### src/rtl/counter_sequencer_pkg.sv
// counter_sequencer_pkg: shared state encoding and default widths for the counter sequencer
package counter_sequencer_pkg;
    typedef enum logic [1:0] {
        IDLE  = 2'b00,
        RUN   = 2'b01,
        PAUSE = 2'b10,
        DONE  = 2'b11
    } seq_state_t;
    localparam int DEF_WIDTH      = 4;
    localparam int DEF_PRESCALE_W = 4;
endpackage

### src/rtl/counter_sequencer_if.sv
// counter_sequencer_if: config handshake, control strobes and status outputs of the sequencer
interface counter_sequencer_if
    import counter_sequencer_pkg::*;
#(
    parameter int WIDTH      = DEF_WIDTH,
    parameter int PRESCALE_W = DEF_PRESCALE_W
);
    logic                  cfg_valid;
    logic                  cfg_ready;
    logic [WIDTH-1:0]      cfg_limit;
    logic [PRESCALE_W-1:0] cfg_prescale;
    logic                  cfg_periodic;
    logic                  start;
    logic                  stop;
    logic                  pause;
    logic [WIDTH-1:0]      count;
    logic                  busy;
    logic                  tc_pulse;
    logic                  done;

    modport master (
        output cfg_valid, cfg_limit, cfg_prescale, cfg_periodic, start, stop, pause,
        input  cfg_ready, count, busy, tc_pulse, done
    );

    modport slave (
        input  cfg_valid, cfg_limit, cfg_prescale, cfg_periodic, start, stop, pause,
        output cfg_ready, count, busy, tc_pulse, done
    );
endinterface

### src/rtl/counter_sequencer_tick.sv
// prescale_tick_gen: divides the clock, ticking on the cycle its counter equals prescale
module prescale_tick_gen #(
    parameter int PRESCALE_W = 4
) (
    input  logic                  clk,
    input  logic                  rst,
    input  logic                  clr,
    input  logic                  en,
    input  logic [PRESCALE_W-1:0] prescale,
    output logic                  tick
);
    logic [PRESCALE_W-1:0] cnt_q, cnt_d;

    // clear wins over enable; a tick folds the counter back to zero
    always_comb begin
        tick  = en && (cnt_q == prescale);
        cnt_d = clr ? '0 : (tick ? '0 : (en ? cnt_q + 1'b1 : cnt_q));
    end

    // prescale counter register
    always_ff @(posedge clk or posedge rst) begin
        if (rst) cnt_q <= '0;
        else     cnt_q <= cnt_d;
    end
endmodule

### src/rtl/counter_sequencer.sv
// counter_sequencer: programmable one-shot/periodic timer built from an up-counter and a prescaler
module counter_sequencer
    import counter_sequencer_pkg::*;
#(
    parameter int WIDTH      = DEF_WIDTH,
    parameter int PRESCALE_W = DEF_PRESCALE_W
) (
    input  logic clk,
    input  logic rst,
    counter_sequencer_if.slave bus_if
);
    seq_state_t            state_q;
    logic [WIDTH-1:0]      count_q;
    logic [WIDTH-1:0]      limit_q;
    logic [PRESCALE_W-1:0] presc_q;
    logic                  periodic_q;
    logic                  tc_q;
    logic                  tick;
    logic                  tick_clr;
    logic                  tick_en;
    logic                  idle_or_done;

    // prescaler only runs while counting unpaused; it is held at zero outside RUN/PAUSE
    always_comb begin
        idle_or_done = (state_q == IDLE) || (state_q == DONE);
        tick_clr     = bus_if.stop || idle_or_done;
        tick_en      = (state_q == RUN) && !bus_if.stop && !bus_if.pause;
    end

    prescale_tick_gen #(.PRESCALE_W(PRESCALE_W)) u_tick (
        .clk      (clk),
        .rst      (rst),
        .clr      (tick_clr),
        .en       (tick_en),
        .prescale (presc_q),
        .tick     (tick)
    );

    // sequencer FSM with config latch, count datapath and registered terminal-count pulse
    always_ff @(posedge clk or posedge rst) begin
        if (rst) begin
            state_q    <= IDLE;
            count_q    <= '0;
            limit_q    <= '0;
            presc_q    <= '0;
            periodic_q <= 1'b0;
            tc_q       <= 1'b0;
        end else begin
            tc_q <= 1'b0;
            if (bus_if.stop) begin
                state_q <= IDLE;
                count_q <= '0;
            end else begin
                case (state_q)
                    IDLE, DONE: begin
                        if (bus_if.cfg_valid) begin
                            limit_q    <= bus_if.cfg_limit;
                            presc_q    <= bus_if.cfg_prescale;
                            periodic_q <= bus_if.cfg_periodic;
                        end
                        if (bus_if.start || bus_if.cfg_valid) begin
                            state_q <= bus_if.start ? RUN : IDLE;
                            count_q <= '0;
                        end
                    end
                    RUN: begin
                        if (bus_if.pause) state_q <= PAUSE;
                        else if (tick) begin
                            if (count_q == limit_q) begin
                                tc_q <= 1'b1;
                                if (periodic_q) count_q <= '0;
                                else            state_q <= DONE;
                            end else count_q <= count_q + 1'b1;
                        end
                    end
                    PAUSE: if (!bus_if.pause) state_q <= RUN;
                    default: state_q <= IDLE;
                endcase
            end
        end
    end

    assign bus_if.count     = count_q;
    assign bus_if.tc_pulse  = tc_q;
    assign bus_if.busy      = (state_q == RUN) || (state_q == PAUSE);
    assign bus_if.done      = (state_q == DONE);
    assign bus_if.cfg_ready = idle_or_done;
endmodule

### src/flat_wrapper.sv
// flat-port wrapper written by rule: the top's interface ports become plain ports
module counter_sequencer_flat import counter_sequencer_pkg::*;
#(
    parameter int WIDTH      = DEF_WIDTH,
    parameter int PRESCALE_W = DEF_PRESCALE_W
)
  (clk, rst, bus_if_cfg_valid, bus_if_cfg_limit, bus_if_cfg_prescale, bus_if_cfg_periodic, bus_if_start, bus_if_stop, bus_if_pause, bus_if_cfg_ready, bus_if_count, bus_if_busy, bus_if_tc_pulse, bus_if_done);
  counter_sequencer_if #(.WIDTH(WIDTH), .PRESCALE_W(PRESCALE_W)) bus_if_i ();
  input  logic clk;
  input  logic rst;
  input wire logic [$bits(bus_if_i.cfg_valid)-1:0] bus_if_cfg_valid;
  input wire logic [$bits(bus_if_i.cfg_limit)-1:0] bus_if_cfg_limit;
  input wire logic [$bits(bus_if_i.cfg_prescale)-1:0] bus_if_cfg_prescale;
  input wire logic [$bits(bus_if_i.cfg_periodic)-1:0] bus_if_cfg_periodic;
  input wire logic [$bits(bus_if_i.start)-1:0] bus_if_start;
  input wire logic [$bits(bus_if_i.stop)-1:0] bus_if_stop;
  input wire logic [$bits(bus_if_i.pause)-1:0] bus_if_pause;
  output wire logic [$bits(bus_if_i.cfg_ready)-1:0] bus_if_cfg_ready;
  output wire logic [$bits(bus_if_i.count)-1:0] bus_if_count;
  output wire logic [$bits(bus_if_i.busy)-1:0] bus_if_busy;
  output wire logic [$bits(bus_if_i.tc_pulse)-1:0] bus_if_tc_pulse;
  output wire logic [$bits(bus_if_i.done)-1:0] bus_if_done;
  assign bus_if_i.cfg_valid = bus_if_cfg_valid;
  assign bus_if_i.cfg_limit = bus_if_cfg_limit;
  assign bus_if_i.cfg_prescale = bus_if_cfg_prescale;
  assign bus_if_i.cfg_periodic = bus_if_cfg_periodic;
  assign bus_if_i.start = bus_if_start;
  assign bus_if_i.stop = bus_if_stop;
  assign bus_if_i.pause = bus_if_pause;
  assign bus_if_cfg_ready = bus_if_i.cfg_ready;
  assign bus_if_count = bus_if_i.count;
  assign bus_if_busy = bus_if_i.busy;
  assign bus_if_tc_pulse = bus_if_i.tc_pulse;
  assign bus_if_done = bus_if_i.done;
  counter_sequencer #(.WIDTH(WIDTH), .PRESCALE_W(PRESCALE_W)) u_core (.clk(clk), .rst(rst), .bus_if(bus_if_i));
endmodule
### config.mk
export PLATFORM = sky130hd
export DESIGN_NAME = counter_sequencer_flat
export DESIGN_NICKNAME = d
export VERILOG_FILES = /design/src/rtl/counter_sequencer_pkg.sv /design/src/rtl/counter_sequencer_if.sv /design/src/rtl/counter_sequencer_tick.sv /design/src/rtl/counter_sequencer.sv /design/src/flat_wrapper.sv
export SDC_FILE = /design/constraint.sdc
export NUM_CORES = 1
export LEC_CHECK = 0
export ABC_CLOCK_PERIOD_IN_PS = 1900
export CAP_MARGIN = 5
export CORE_MARGIN = 5
export CORE_UTILIZATION = 25
export CTS_BUF_LIST = sky130_fd_sc_hd__clkbuf_4
export DETAILED_ROUTE_END_ITERATION = 10
export PLACE_DENSITY = 0.42
export SYNTH_ARGS = -nofsm -noshare
export SYNTH_HDL_FRONTEND = slang
export SYNTH_HIERARCHICAL = 1
export SYNTH_SLANG_ARGS = --single-unit
### constraint.sdc
create_clock -name clk -period 1.9 [get_ports clk]
set_input_delay 0.38 -clock clk [delete_from_list [all_inputs] [get_ports clk]]
set_output_delay 0.38 -clock clk [all_outputs]
set_load 0.01 [all_outputs]
==> results of run 1 <==
==> state kept, by name (all words and copies together), names as in the netlist <==
signal and count:
u_core/bus_if.count 4, u_core/limit_q 4, u_core/presc_q 4, u_core/u_tick/cnt_q 4, u_core/state_q 2, u_core/bus_if.tc_pulse 1
u_core/periodic_q 1
==> metal layers <==
metal  GRT usage  vias up  share of wire  wire, um
met5           0        -              0         0
met4      0.0203        0         0.0035        10
met3      0.0344        2          0.049       142
met2       0.167       14           0.49      1400
met1       0.115      479           0.46      1320
li1            -      483              -         -
==> area by class of cell <==
type,count,area [sq um],share of cell area
Multi-Input combinational cell,77,778,0.427
Sequential cell,20,500,0.274
Timing Repair Buffer,45,402,0.220
Tap cell,70,87.6,0.0480
Inverter,9,33.8,0.0185
Clock buffer,3,22.5,0.0123
==> critical path: cells and delay by family, from the launching register on <==
family	cells	cell delay [ns]
flip-flops	1	0.41
XOR/XNOR	1	0.18
AND/OR/NAND/NOR	3	0.48
buffers and inverters	1	0.16
AO/OA/AOI/OAI	3	0.68
==> power by group through the flow <==
| stage | Sequential [uW] | Combinational (uW) | Clock [uW] |
|---|---|---|---|
| 5_1_grt | 704 | 1220 | 236 |
| 6_report | 690 | 1110 | 202 |
| 3_3_place_gp | 696 | 1030 | 0 |
| 2_1_floorplan | 677 | 689 | 0 |
| 4_1_cts | 689 | 1100 | 217 |
| 3_5_place_dp | 701 | 1040 | 0 |
==> through the flow <==
| stage | total power [uW] | TNS [ns] | instance area (sq um) | cells | hold WS, ns |
|---|---|---|---|---|---|
| 6_report | 2000 | -0.303 | 1820 | 224 | 0.241 |
| 5_1_grt | 2160 | -0.924 | 1820 | 224 | 0.218 |
| 4_1_cts | 2000 | -0.364 | 1810 | 223 | 0.229 |
| 3_5_place_dp | 1740 | -1.17 | 1750 | 218 | 0.528 |
| 3_3_place_gp | 1720 | -0.962 | 1750 | 218 | 0.512 |
| 2_1_floorplan | 1370 | -0.0363 | 1300 | 109 | 0.146 |
==> synthesized netlist by cell type (2+ instances only) <==
master,n
nand2b_1,4
dfrtp_1,20
ha_1,6
xor2_1,5
and2_1,3
o31ai_2,2
o32ai_1,2
nand3_1,2
mux2i_1,2
inv_1,9
nand3b_1,2
and4_1,2
nor2_1,6
xnor2_2,4
mux2_2,10
nand2_1,3
a211oi_1,3
nor3_1,2
==> placed cells by master (no fill, tap or decap), types with 3 or more instances in the layout <==
| cell type | synthesis | layout |
|---|---|---|
| xor2_1 | 5 | 5 |
| buf_4 | 1 | 22 |
| dfrtp_1 | 20 | 20 |
| xnor2_2 | 4 | 4 |
| nor2_1 | 6 | 6 |
| dlygate4sd2_1 | 0 | 3 |
| inv_1 | 9 | 8 |
| mux2_2 | 10 | 10 |
| clkdlybuf4s50_1 | 0 | 19 |
| clkbuf_4 | 0 | 3 |
| a211oi_1 | 3 | 3 |
| ha_1 | 6 | 4 |
| nand2_1 | 3 | 3 |
==> final timing paths <==
| path | end | cells past startpoint | slack [ns] | startpoint |
|---|---|---|---|---|
| min | u_core/bus_if.tc_pulse | 2 | 0.24 | rst |
| max in group asynchronous | u_core/limit_q[2] | 3 | 1.26 | rst |
| max reg2reg | u_core/bus_if.count[0] | 8 | -0.11 | u_core/presc_q[3] |
| max | u_core/bus_if.count[0] | 8 | -0.11 | u_core/presc_q[3] |
| min in group clk | u_core/presc_q[1] | 1 | 0.55 | u_core/presc_q[1] |
| min reg2reg | u_core/presc_q[1] | 1 | 0.55 | u_core/presc_q[1] |
==> logic make-up (layout without fill, tap and decap cells) <==
group / Yosys count / count (layout) / share of synthesized area
buf+inv: 12 / 57 / 0.0455
fa+ha+maj: 6 / 6 / 0.0593
mux: 12 / 12 / 0.105
simple gates: 33 / 33 / 0.178
compound gates: 16 / 16 / 0.125
xor+xnor: 10 / 10 / 0.0929
flops: 20 / 20 / 0.395
==> timing repair <==
| item | in CTS | in global routing |
|---|---|---|
| setup endpoints to repair | 9 | 6 |
| gates resized for setup | 7 | 1 |
| cloned | 0 | 0 |
| setup buffers | 2 | 1 |
| pin swaps | 2 | 0 |
==> key figures, run 1 <==
Placed design
  – IO Port Bufs: 22
  – Setup WS pre-CTS: -0.248 ns
  – Routability cong.: 0.713
  – DP HPWL: 2260 um

Job
  – Max-Cap Viols: 0

Logic synthesis
  – Sequential-to-total area share from yosys stat: 0.395
  – Synth async-reset ratio: 1.00
  – Syn Area/Cell: 11.6 sq um
  – Number of synthesized flops with an enable pin: 0
  – Ys flop type: dfrtp_1
  – Mapped Cells: 109
  – Ranking of synthesized cells by area: dfrtp_1 (40%), mux2_2 (8.9%), ha_1 (5.9%), xnor2_2 (5.1%), xor2_1 (3.5%)
  – Cell Area, Synth: 0.00127 sq mm
  – Yosys cell types: 40
  – YS warnings: 6
  – Yosys top cell area share: 0.395
  – Largest area contributor in the netlist: dfrtp_1
  – Post-synthesis register bit count: 20
  – Syn nets: 130

Drt
  – Via count: 978
  – DRC violations left: 0
  – Drt total wl: 2880 um
  – Initial drt markers: 22
  – Wire length per cell: 12.9 um
  – Post-route ant nets: 0
  – DR vias/cell: 4.37
  – Drt first pass iters: 3

Floorplan
  – Die W: 81.2 um
  – Starting density of the core: 0.253
  – Io pins: 23
  – Die H: 81.2 um
  – Row count: 26
  – Core Box Area: 0.00501 sq mm
  – Die ar.: 0.00659 sq mm

Clocking
  – Root buffer cell: clkbuf_4
  – TritonCTS Buffers: 3
  – Clk buf depth: 2
  – # hold bufs at CTS: 0
  – Clk Latency, worst-skew pair: 0.30 ns
  – Clock Pin Slew Worst Setup and Hold Paths: 0.11 ns
  – Clock net sink count: 20
  – CTS tree: yes
  – H-tree depth: 1

STA
  – Final Skew: 0.00248 ns
  – Ratio of final minimum period to clock period: 1.06
  – Measured slew at the worst slew-check pin: 0.317 ns
  – Final Hold Vio Count: 0
  – RSZ-0062 raised after global routing: yes
  – Fin crit period: 2.01 ns
  – Min setup slack post-route: -0.112 ns
  – Final setup violation count: 4
  – Rel. slew slack: 0.788
  – Max-slew violations: 0
  – Fmax: 497 MHz

Global routing
  – Grt total ovfl: 0
  – Largest net degree at the start of global routing: 16
  – Gr usage total: 0.0968
  – Initial antenna violation count: 0
  – Vias in the first global route: 1,077
  – First-pass GRT wire length: 4950 um

Power
  – Sw frac: 0.375
  – Pint: 1250 uW
  – Pwr per Cell Area: 1100 mW/mm^2
  – Sequential Power Share: 0.345
  – Clock power frac: 0.101
  – Comb pwr share: 0.554
  – Lkg Pwr: 0.000803 uW
  – Switching power total: 750 uW
  – Maximum VDD drop: 0.000512 V

Worst setup path
  – Crit. End Element: flip-flop
  – CP cell instances: xor2_1 -> nor4_2 -> buf_4 -> and2_4 -> nand2b_4 -> a211oi_4 -> o31ai_4 -> a22o_1
  – Slowest stage delay, CP: 0.41 ns
  – Kind of critical path: flip-flop to flip-flop
  – Slowest cell on the critical path: dfrtp_1
  – CP Launch Type: flip-flop
  – CP Max Fanout: 5
  – Critical Path RT: 2.10 ns
  – Crit path arrival time: 2.21 ns

Layout
  – Share of layout cells above drive strength 1: 0.377
  – Post-layout util: 0.364
  – Fillers: 519
  – Final net count: 177
  – ANT cells: 0
  – P&R area growth vs syn: 44.1%

Outcome
  – Status: finished, violations left
  – Failing checks: setup timing

Min path
  – Hold WC Path Type: input port to async pin
Power figures use the tool's default switching activity.
==> inputs of run 2 (changes only) <==
--- a/config.mk
+++ b/config.mk
@@ -6,7 +6,6 @@
 export NUM_CORES = 1
 export LEC_CHECK = 0
 export ABC_CLOCK_PERIOD_IN_PS = 1900
-export CAP_MARGIN = 5
 export CORE_MARGIN = 5
 export CORE_UTILIZATION = 25
 export CTS_BUF_LIST = sky130_fd_sc_hd__clkbuf_4
==> results of run 2 <==
Same layout as run 1: the final DEF is identical, and so are final timing and power.
